==> config.mk <==
export PLATFORM = sky130hd
export DESIGN_NAME = cp0_regfile
export DESIGN_NICKNAME = d
export VERILOG_FILES = /design/src/rtl/cp0_regfile_pkg.sv /design/src/rtl/cp0_regfile_timer.sv /design/src/rtl/cp0_regfile.sv
export SDC_FILE = /design/constraint.sdc
export NUM_CORES = 1
export LEC_CHECK = 0
export BUFFER_PORTS_ARGS = -buffer_cell sky130_fd_sc_hd__buf_2
export CAP_MARGIN = 30
export CORE_AREA = 2 2 151 153
export CTS_BUF_LIST = sky130_fd_sc_hd__clkbuf_2 sky130_fd_sc_hd__clkbuf_4 sky130_fd_sc_hd__clkbuf_8
export CTS_CLUSTER_DIAMETER = 200
export DETAILED_ROUTE_END_ITERATION = 16
export DIE_AREA = 0 0 153 155
export GPL_TIMING_DRIVEN = 0
export PLACE_DENSITY = 0.75
export SETUP_SLACK_MARGIN = 0.4
export SLEW_MARGIN = 20
export SYNTH_ARGS = -nofsm -noshare
export SYNTH_HDL_FRONTEND = slang
export SYNTH_SLANG_ARGS = --single-unit
==> constraint.sdc <==
create_clock -name clk -period 2.2 [get_ports clk]
set_input_delay 0.33 -clock clk [delete_from_list [all_inputs] [get_ports clk]]
set_output_delay 0.33 -clock clk [all_outputs]
set_load 0.05 [all_outputs]
==> src/rtl/cp0_regfile_pkg.sv <==
// Shared CPU definitions: CP0 register addresses, exception codes, register
// field layouts and the exception-unit request/state types.
package cp0_regfile_pkg;

  localparam logic [4:0] CP0_REG_BADVADDR = 5'd8;
  localparam logic [4:0] CP0_REG_COUNT    = 5'd9;
  localparam logic [4:0] CP0_REG_COMPARE  = 5'd11;
  localparam logic [4:0] CP0_REG_STATUS   = 5'd12;
  localparam logic [4:0] CP0_REG_CAUSE    = 5'd13;
  localparam logic [4:0] CP0_REG_EPC      = 5'd14;
  localparam logic [4:0] CP0_REG_PRID     = 5'd15;

  localparam logic [2:0] CP0_SEL_PRID  = 3'd0;
  localparam logic [2:0] CP0_SEL_EBASE = 3'd1;

  localparam logic [4:0] EXCCODE_INT  = 5'd0;
  localparam logic [4:0] EXCCODE_MOD  = 5'd1;
  localparam logic [4:0] EXCCODE_TLBL = 5'd2;
  localparam logic [4:0] EXCCODE_TLBS = 5'd3;
  localparam logic [4:0] EXCCODE_ADEL = 5'd4;
  localparam logic [4:0] EXCCODE_ADES = 5'd5;
  localparam logic [4:0] EXCCODE_SYS  = 5'd8;
  localparam logic [4:0] EXCCODE_BP   = 5'd9;
  localparam logic [4:0] EXCCODE_RI   = 5'd10;
  localparam logic [4:0] EXCCODE_OV   = 5'd12;

  typedef struct packed {
    logic        valid;
    logic        eret;
    logic [4:0]  code;
    logic [31:0] pc;
    logic        delayslot;
    logic [31:0] extra;
  } except_req_t;

  typedef struct packed {
    logic [8:0] rsv31_23;
    logic       bev;
    logic [5:0] rsv21_16;
    logic [7:0] im;
    logic [4:0] rsv7_3;
    logic       erl;
    logic       exl;
    logic       ie;
  } status_t;

  // Software interrupt bits IP[1:0] live in register bits [1:0]; bits [9:8] read 0.
  typedef struct packed {
    logic       bd;
    logic       ti;
    logic [5:0] rsv29_24;
    logic       iv;
    logic [6:0] rsv22_16;
    logic [5:0] ip_hw;
    logic [1:0] rsv9_8;
    logic       rsv7;
    logic [4:0] exc_code;
    logic [1:0] ip_sw;
  } cause_t;

  typedef struct packed {
    status_t     status;
    cause_t      cause;
    logic [31:0] epc;
    logic [31:0] badvaddr;
    logic [31:0] count;
    logic [31:0] compare;
    logic [31:0] ebase;
  } cp0_regs_t;

  function automatic logic is_addr_exc(input logic [4:0] code);
    return (code == EXCCODE_ADEL) || (code == EXCCODE_ADES) ||
           (code == EXCCODE_TLBL) || (code == EXCCODE_TLBS) ||
           (code == EXCCODE_MOD);
  endfunction

endpackage

==> src/rtl/cp0_regfile_timer.sv <==
// Count/Compare timer with a half-rate Count.
// Optional macro CP0_TIMER_INT_EN enables the sticky timer interrupt flag (Cause.TI).
module cp0_timer (
  input  logic        clk,
  input  logic        rst,
  input  logic        count_wr,
  input  logic        compare_wr,
  input  logic [31:0] wr_data,
  output logic [31:0] count,
  output logic [31:0] compare,
  output logic        ti
);

  logic        toggle;
  logic [31:0] count_next;

  // A Count write replaces this cycle's increment.
  always_comb begin
    count_next = count;
    if (count_wr)
      count_next = wr_data;
    else if (toggle)
      count_next = count + 32'd1;
  end

  always_ff @(posedge clk) begin
    if (rst) begin
      toggle  <= 1'b0;
      count   <= '0;
      compare <= '0;
    end else begin
      toggle <= ~toggle;
      count  <= count_next;
      if (compare_wr)
        compare <= wr_data;
    end
  end

`ifdef CP0_TIMER_INT_EN
  logic ti_q;

  // Writing Compare acknowledges the interrupt and wins over a same-cycle match.
  always_ff @(posedge clk) begin
    if (rst)
      ti_q <= 1'b0;
    else if (compare_wr)
      ti_q <= 1'b0;
    else if (count_next == compare)
      ti_q <= 1'b1;
  end

  assign ti = ti_q;
`else
  assign ti = 1'b0;
`endif

endmodule

==> src/rtl/cp0_regfile.sv <==
// CP0 register file: MFC0/MTC0 access, exception/eret updates and interrupt masking.
// Define CP0_TIMER_INT_EN to enable the Count/Compare timer interrupt (Cause.TI).
module cp0_regfile
  import cp0_regfile_pkg::*;
#(
  parameter logic [31:0] PRID_VALUE = 32'h0001_8000,
  parameter logic [31:0] EBASE_INIT = 32'h8000_0000
) (
  input  logic        clk,
  input  logic        rst,
  input  logic [5:0]  hw_int,
  input  logic [4:0]  rd_addr,
  input  logic [2:0]  rd_sel,
  output logic [31:0] rd_data,
  input  logic        wr_en,
  input  logic [4:0]  wr_addr,
  input  logic [2:0]  wr_sel,
  input  logic [31:0] wr_data,
  input  except_req_t except_req,
  output cp0_regs_t   cp0_regs,
  output logic [7:0]  interrupt_req
);

  logic        st_bev, st_erl, st_exl, st_ie;
  logic [7:0]  st_im;
  logic        ca_bd, ca_iv;
  logic [5:0]  ca_ip_hw;
  logic [1:0]  ca_ip_sw;
  logic [4:0]  ca_exc;
  logic [31:0] epc_q, badvaddr_q;
  logic [17:0] ebase_q;

  logic        wr_ok, count_wr, compare_wr;
  logic [31:0] count, compare, ebase_v;
  logic        timer_ti;
  status_t     status_v;
  cause_t      cause_v;

  // Any exception-unit request drops a same-cycle MTC0.
  assign wr_ok      = wr_en & ~except_req.valid;
  assign count_wr   = wr_ok && wr_addr == CP0_REG_COUNT && wr_sel == 3'd0;
  assign compare_wr = wr_ok && wr_addr == CP0_REG_COMPARE && wr_sel == 3'd0;

  cp0_timer u_timer (
    .clk        (clk),
    .rst        (rst),
    .count_wr   (count_wr),
    .compare_wr (compare_wr),
    .wr_data    (wr_data),
    .count      (count),
    .compare    (compare),
    .ti         (timer_ti)
  );

  always_comb begin
    status_v     = '0;
    status_v.bev = st_bev;
    status_v.im  = st_im;
    status_v.erl = st_erl;
    status_v.exl = st_exl;
    status_v.ie  = st_ie;

    cause_v          = '0;
    cause_v.bd       = ca_bd;
    cause_v.ti       = timer_ti;
    cause_v.iv       = ca_iv;
    cause_v.ip_hw    = ca_ip_hw;
    cause_v.exc_code = ca_exc;
    cause_v.ip_sw    = ca_ip_sw;
  end

  assign ebase_v       = {EBASE_INIT[31:30], ebase_q, EBASE_INIT[11:0]};
  assign interrupt_req = {ca_ip_hw, ca_ip_sw} & st_im;

  always_comb begin
    cp0_regs          = '0;
    cp0_regs.status   = status_v;
    cp0_regs.cause    = cause_v;
    cp0_regs.epc      = epc_q;
    cp0_regs.badvaddr = badvaddr_q;
    cp0_regs.count    = count;
    cp0_regs.compare  = compare;
    cp0_regs.ebase    = ebase_v;
  end

  always_comb begin
    rd_data = '0;
    if (rd_sel == 3'd0) begin
      case (rd_addr)
        CP0_REG_BADVADDR: rd_data = badvaddr_q;
        CP0_REG_COUNT:    rd_data = count;
        CP0_REG_COMPARE:  rd_data = compare;
        CP0_REG_STATUS:   rd_data = status_v;
        CP0_REG_CAUSE:    rd_data = cause_v;
        CP0_REG_EPC:      rd_data = epc_q;
        CP0_REG_PRID:     rd_data = PRID_VALUE;
        default:          rd_data = '0;
      endcase
    end else if (rd_sel == CP0_SEL_EBASE && rd_addr == CP0_REG_PRID) begin
      rd_data = ebase_v;
    end
  end

  // Hardware interrupt sampling runs every cycle; exception beats eret beats MTC0.
  always_ff @(posedge clk) begin
    if (rst) begin
      st_bev     <= 1'b1;
      st_im      <= '0;
      st_erl     <= 1'b0;
      st_exl     <= 1'b0;
      st_ie      <= 1'b0;
      ca_bd      <= 1'b0;
      ca_iv      <= 1'b0;
      ca_ip_hw   <= '0;
      ca_ip_sw   <= '0;
      ca_exc     <= '0;
      epc_q      <= '0;
      badvaddr_q <= '0;
      ebase_q    <= EBASE_INIT[29:12];
    end else begin
      ca_ip_hw <= {hw_int[5] | timer_ti, hw_int[4:0]};
      if (except_req.valid && !except_req.eret) begin
        ca_exc <= except_req.code;
        if (!st_exl) begin
          epc_q  <= except_req.delayslot ? except_req.pc - 32'd4 : except_req.pc;
          ca_bd  <= except_req.delayslot;
          st_exl <= 1'b1;
        end
        if (is_addr_exc(except_req.code))
          badvaddr_q <= except_req.extra;
      end else if (except_req.valid) begin
        if (st_erl)
          st_erl <= 1'b0;
        else
          st_exl <= 1'b0;
      end else if (wr_en && wr_sel == 3'd0) begin
        case (wr_addr)
          CP0_REG_STATUS: begin
            st_bev <= wr_data[22];
            st_im  <= wr_data[15:8];
            st_erl <= wr_data[2];
            st_exl <= wr_data[1];
            st_ie  <= wr_data[0];
          end
          CP0_REG_CAUSE: begin
            ca_iv    <= wr_data[23];
            ca_ip_sw <= wr_data[1:0];
          end
          CP0_REG_EPC: epc_q <= wr_data;
          default: ;
        endcase
      end else if (wr_en && wr_sel == CP0_SEL_EBASE && wr_addr == CP0_REG_PRID) begin
        ebase_q <= wr_data[29:12];
      end
    end
  end

endmodule

==> out/qor.yml <==
synth.distinct_cells: 59
clockBufferDepth: 2
antenna_found_initial: 3
p_leak_nw: 6.14
rsz0062_at_grt: "yes"
core-area_sq_mm: 0.0222
synth_commonest_cells: "198 x nand2_1, 174 x dfxtp_1, 120 x nor2_1"
critPathKind: "input pin to primary output"
cts_hold_buf: 0
critPathSlowestCell: "or3_4"
setup_tns_ns: -3.51
htreeDepth: 4
max_freq_mhz: 419
clockPowerShare_pct: 35.9
wl_per_cell_um: 22.7
yosysSeqAreaShare_pct: 38.4
yosysMostFrequentCell: "nand2_1"
period_share_pct: 108
cp_max_fo: 7
hpwl_um: 32400
yosys_warnings: 0
vias_per_cell: 5.71
slew_headroom_pct: 43.4
drt_iter0_markers: 1192
stdcell_area_sq_mm: 0.0137
period_needed_ns: 2.39
drive_gt1_share_pct: 41.9
syn_area_sq_mm: 0.00906
worst_pin_slew_ns: 0.849
fin_ws_ns: -0.186
grt_max_degree: 17
reg2reg_from: "u_timer.count[6]$_SDFFE_PP0P_"
arrival_ns: 2.06
violations: "setup timing"
powerDensity_mw_per_mm2: 514
die_y_um: 155
cp-startpoint: "rd_addr[4]"
synth_top_cell_area_share_pct: 38.4
vias: 10972
min_from: "hw_int[2]"
end_kind: "primary output"
ys_ff_latch: 174
firstDrtPassIters: 9
cts_tree: "built"
max_stage_delay_ns: 0.36
avgSynthCellArea_sq_um: 7.88
clk_pin_slew_ns: 0.10
hold_ws_ns: 0.0462
die-area_sq_mm: 0.0237
pin_count: 393
grt_pass1_vias: 10195
post-place-cells: 1823
grt_overflow: 0
final_nets: 1752
grt_first_pass_wirelength_um: 62700
fillers: 1906
cts_buffers: 17
required_ns: 1.87
startpoint_type: "input pin"
place_congestion: 0.915
peakVddDrop_mv: 0.417
seqPwrFrac_pct: 46.4
num_rows: 55
syn_inst: 1151
routed_wl_um: 43600
path_cells: "buf_6, nand2b_4, or3_4, or3_4, clkbuf_16, clkbuf_16, a21oi_2, a21o_2, buf_8"
clock-sinks: 174
yosys-top-cells-area: "dfxtp_1 38%, nand2_1 8.2%, a21oi_1 6.1%"
finalClockSkew_ns: 0.0122
placed_area_sq_mm: 0.0118
synth_top_area_cell: "dfxtp_1"
p_int_w: 0.00477
setup_viol: 28
initial_core_util_pct: 40.8
comb_power_share_pct: 17.7
clock_latency_ns: 0.48
port_buffers: 338
ys.flop_type: "dfxtp_1"
status: "finished with violations"
die_w_um: 153
antenna_left: 0
gr-usage-all-layers_pct: 34.7
drc: 0
area_growth_pct: 51.6
root_buffer: "clkbuf_8"
swShare_pct: 32.5
async_reset_ff_share_pct: 0
power_switching_w: 0.00230
drv_slew: 0
synth_edf_count: 0
hold_viol: 0
cap_violations: 0
hold_class: "input pin to flip-flop"
stdcell_count: 1921
-- path summary, 6_finish.rpt --
check,endpoint,slack (ns),cells past startpoint
max,rd_data[25],-0.19,9
min,ca_ip_hw[2]$_SDFF_PP0_,0.05,2
max reg2reg,u_timer.count[27]$_SDFFE_PP0P_,0.16,9
min reg2reg,badvaddr_q[11]$_SDFFE_PP0P_,0.48,2
-- power groups by stage --
stage	clock (W)	sequential (W)	combinational, W
final	0.00254	0.00328	0.00125
after CTS	0.00254	0.00327	0.00120
after global placement	0	0.00334	0.00112
after global routing	0.00269	0.00328	0.00130
after detailed placement	0	0.00334	0.00113
after floorplan	0	0.00351	0.000542
-- layout by cell type (no fill, tap or decap), drive strengths merged, types with 4 or more instances in the layout --
master,synthesis,final
o21ai,12,12
xor2,36,36
nand3b,5,5
dfxtp,174,174
a21oi,111,111
a22oi,67,67
nor4,12,12
a21o,13,13
nand2b,5,5
a22o,4,4
nor2,120,120
or2,7,7
xnor2,18,18
nor2b,8,8
clkbuf,63,79
a311oi,5,5
nand2,199,199
a211oi,39,39
or3,10,10
nand4,13,13
and2,12,12
inv,4,12
mux2i,31,31
o22ai,4,4
o41ai,4,4
buf,70,475
nand3,27,27
nor3,20,20
a211o,4,4
conb,2,51
and3,10,10
a31oi,17,17
-- critical path: cells and delay by family --
kind / cells / cell delay (ns)
AOI/OAI and AO/OA: 2 / 0.22
and+or+nand+nor: 3 / 0.86
buffers and inverters: 4 / 0.62
-- cell type report --
type                    count  area, sq um  area share [%]
multi-input cells         889         5840            42.5
flip-flops and latches    174         3560            25.9
repair buffers            402         2570            18.7
plain buffers             133          957            6.97
well taps                 285          357            2.60
clock buffers              19          262            1.90
clock inverters            13          171            1.25
inverters                   4         17.5           0.128
diodes                      2         5.00          0.0364
-- cell families after synthesis --
kind of cell	synth area share, %
and+or+nand+nor	23.6
AOI/OAI and AO/OA	20.6
DFF	38.4
buffers and inverters	8.17
xor gates and xnor gates	5.22
muxes	3.55
adders and majority gates	0.276
other	0.0828
-- repair_timing --
action / 4_1_cts / 5_1_grt
setup buffers: 45 / 16
pin swaps: 35 / 21
gates cloned: 2 / 1
setup endpoints to repair: 124 / 108
gates resized for setup: 206 / 56
-- routing by layer --
metal  up-vias  global-route usage [%]  part of all wire [%]
li1       4903                       -                     -
met1      5193                    43.8                    38
met2       732                    57.3                    47
met3       144                    8.44                    10
met4         0                    13.9                   4.0
met5         -                       0                     0
-- stage by stage --
step | util (%) | total power [W] | setup slack, ns
global route | 61.8 | 0.00727 | -0.203
detailed placement | 53.0 | 0.00447 | -0.813
floorplan | - | 0.00405 | 0.0726
CTS | 60.2 | 0.00701 | -0.166
finish | 61.8 | 0.00707 | -0.186
global placement | 53.0 | 0.00446 | -0.768
-- sequential cells by signal, summed over array words and instances (netlist names) --
name / count
ca_ip_sw: 2
ca_iv: 1
ebase_q: 18
st_ie: 1
u_timer.count: 32
u_timer.toggle: 1
st_exl: 1
epc_q: 32
u_timer.compare: 32
badvaddr_q: 32
st_im: 8
ca_bd: 1
st_bev: 1
st_erl: 1
ca_exc: 5
ca_ip_hw: 6
Note: power is estimated with default switching activity, not from simulation.
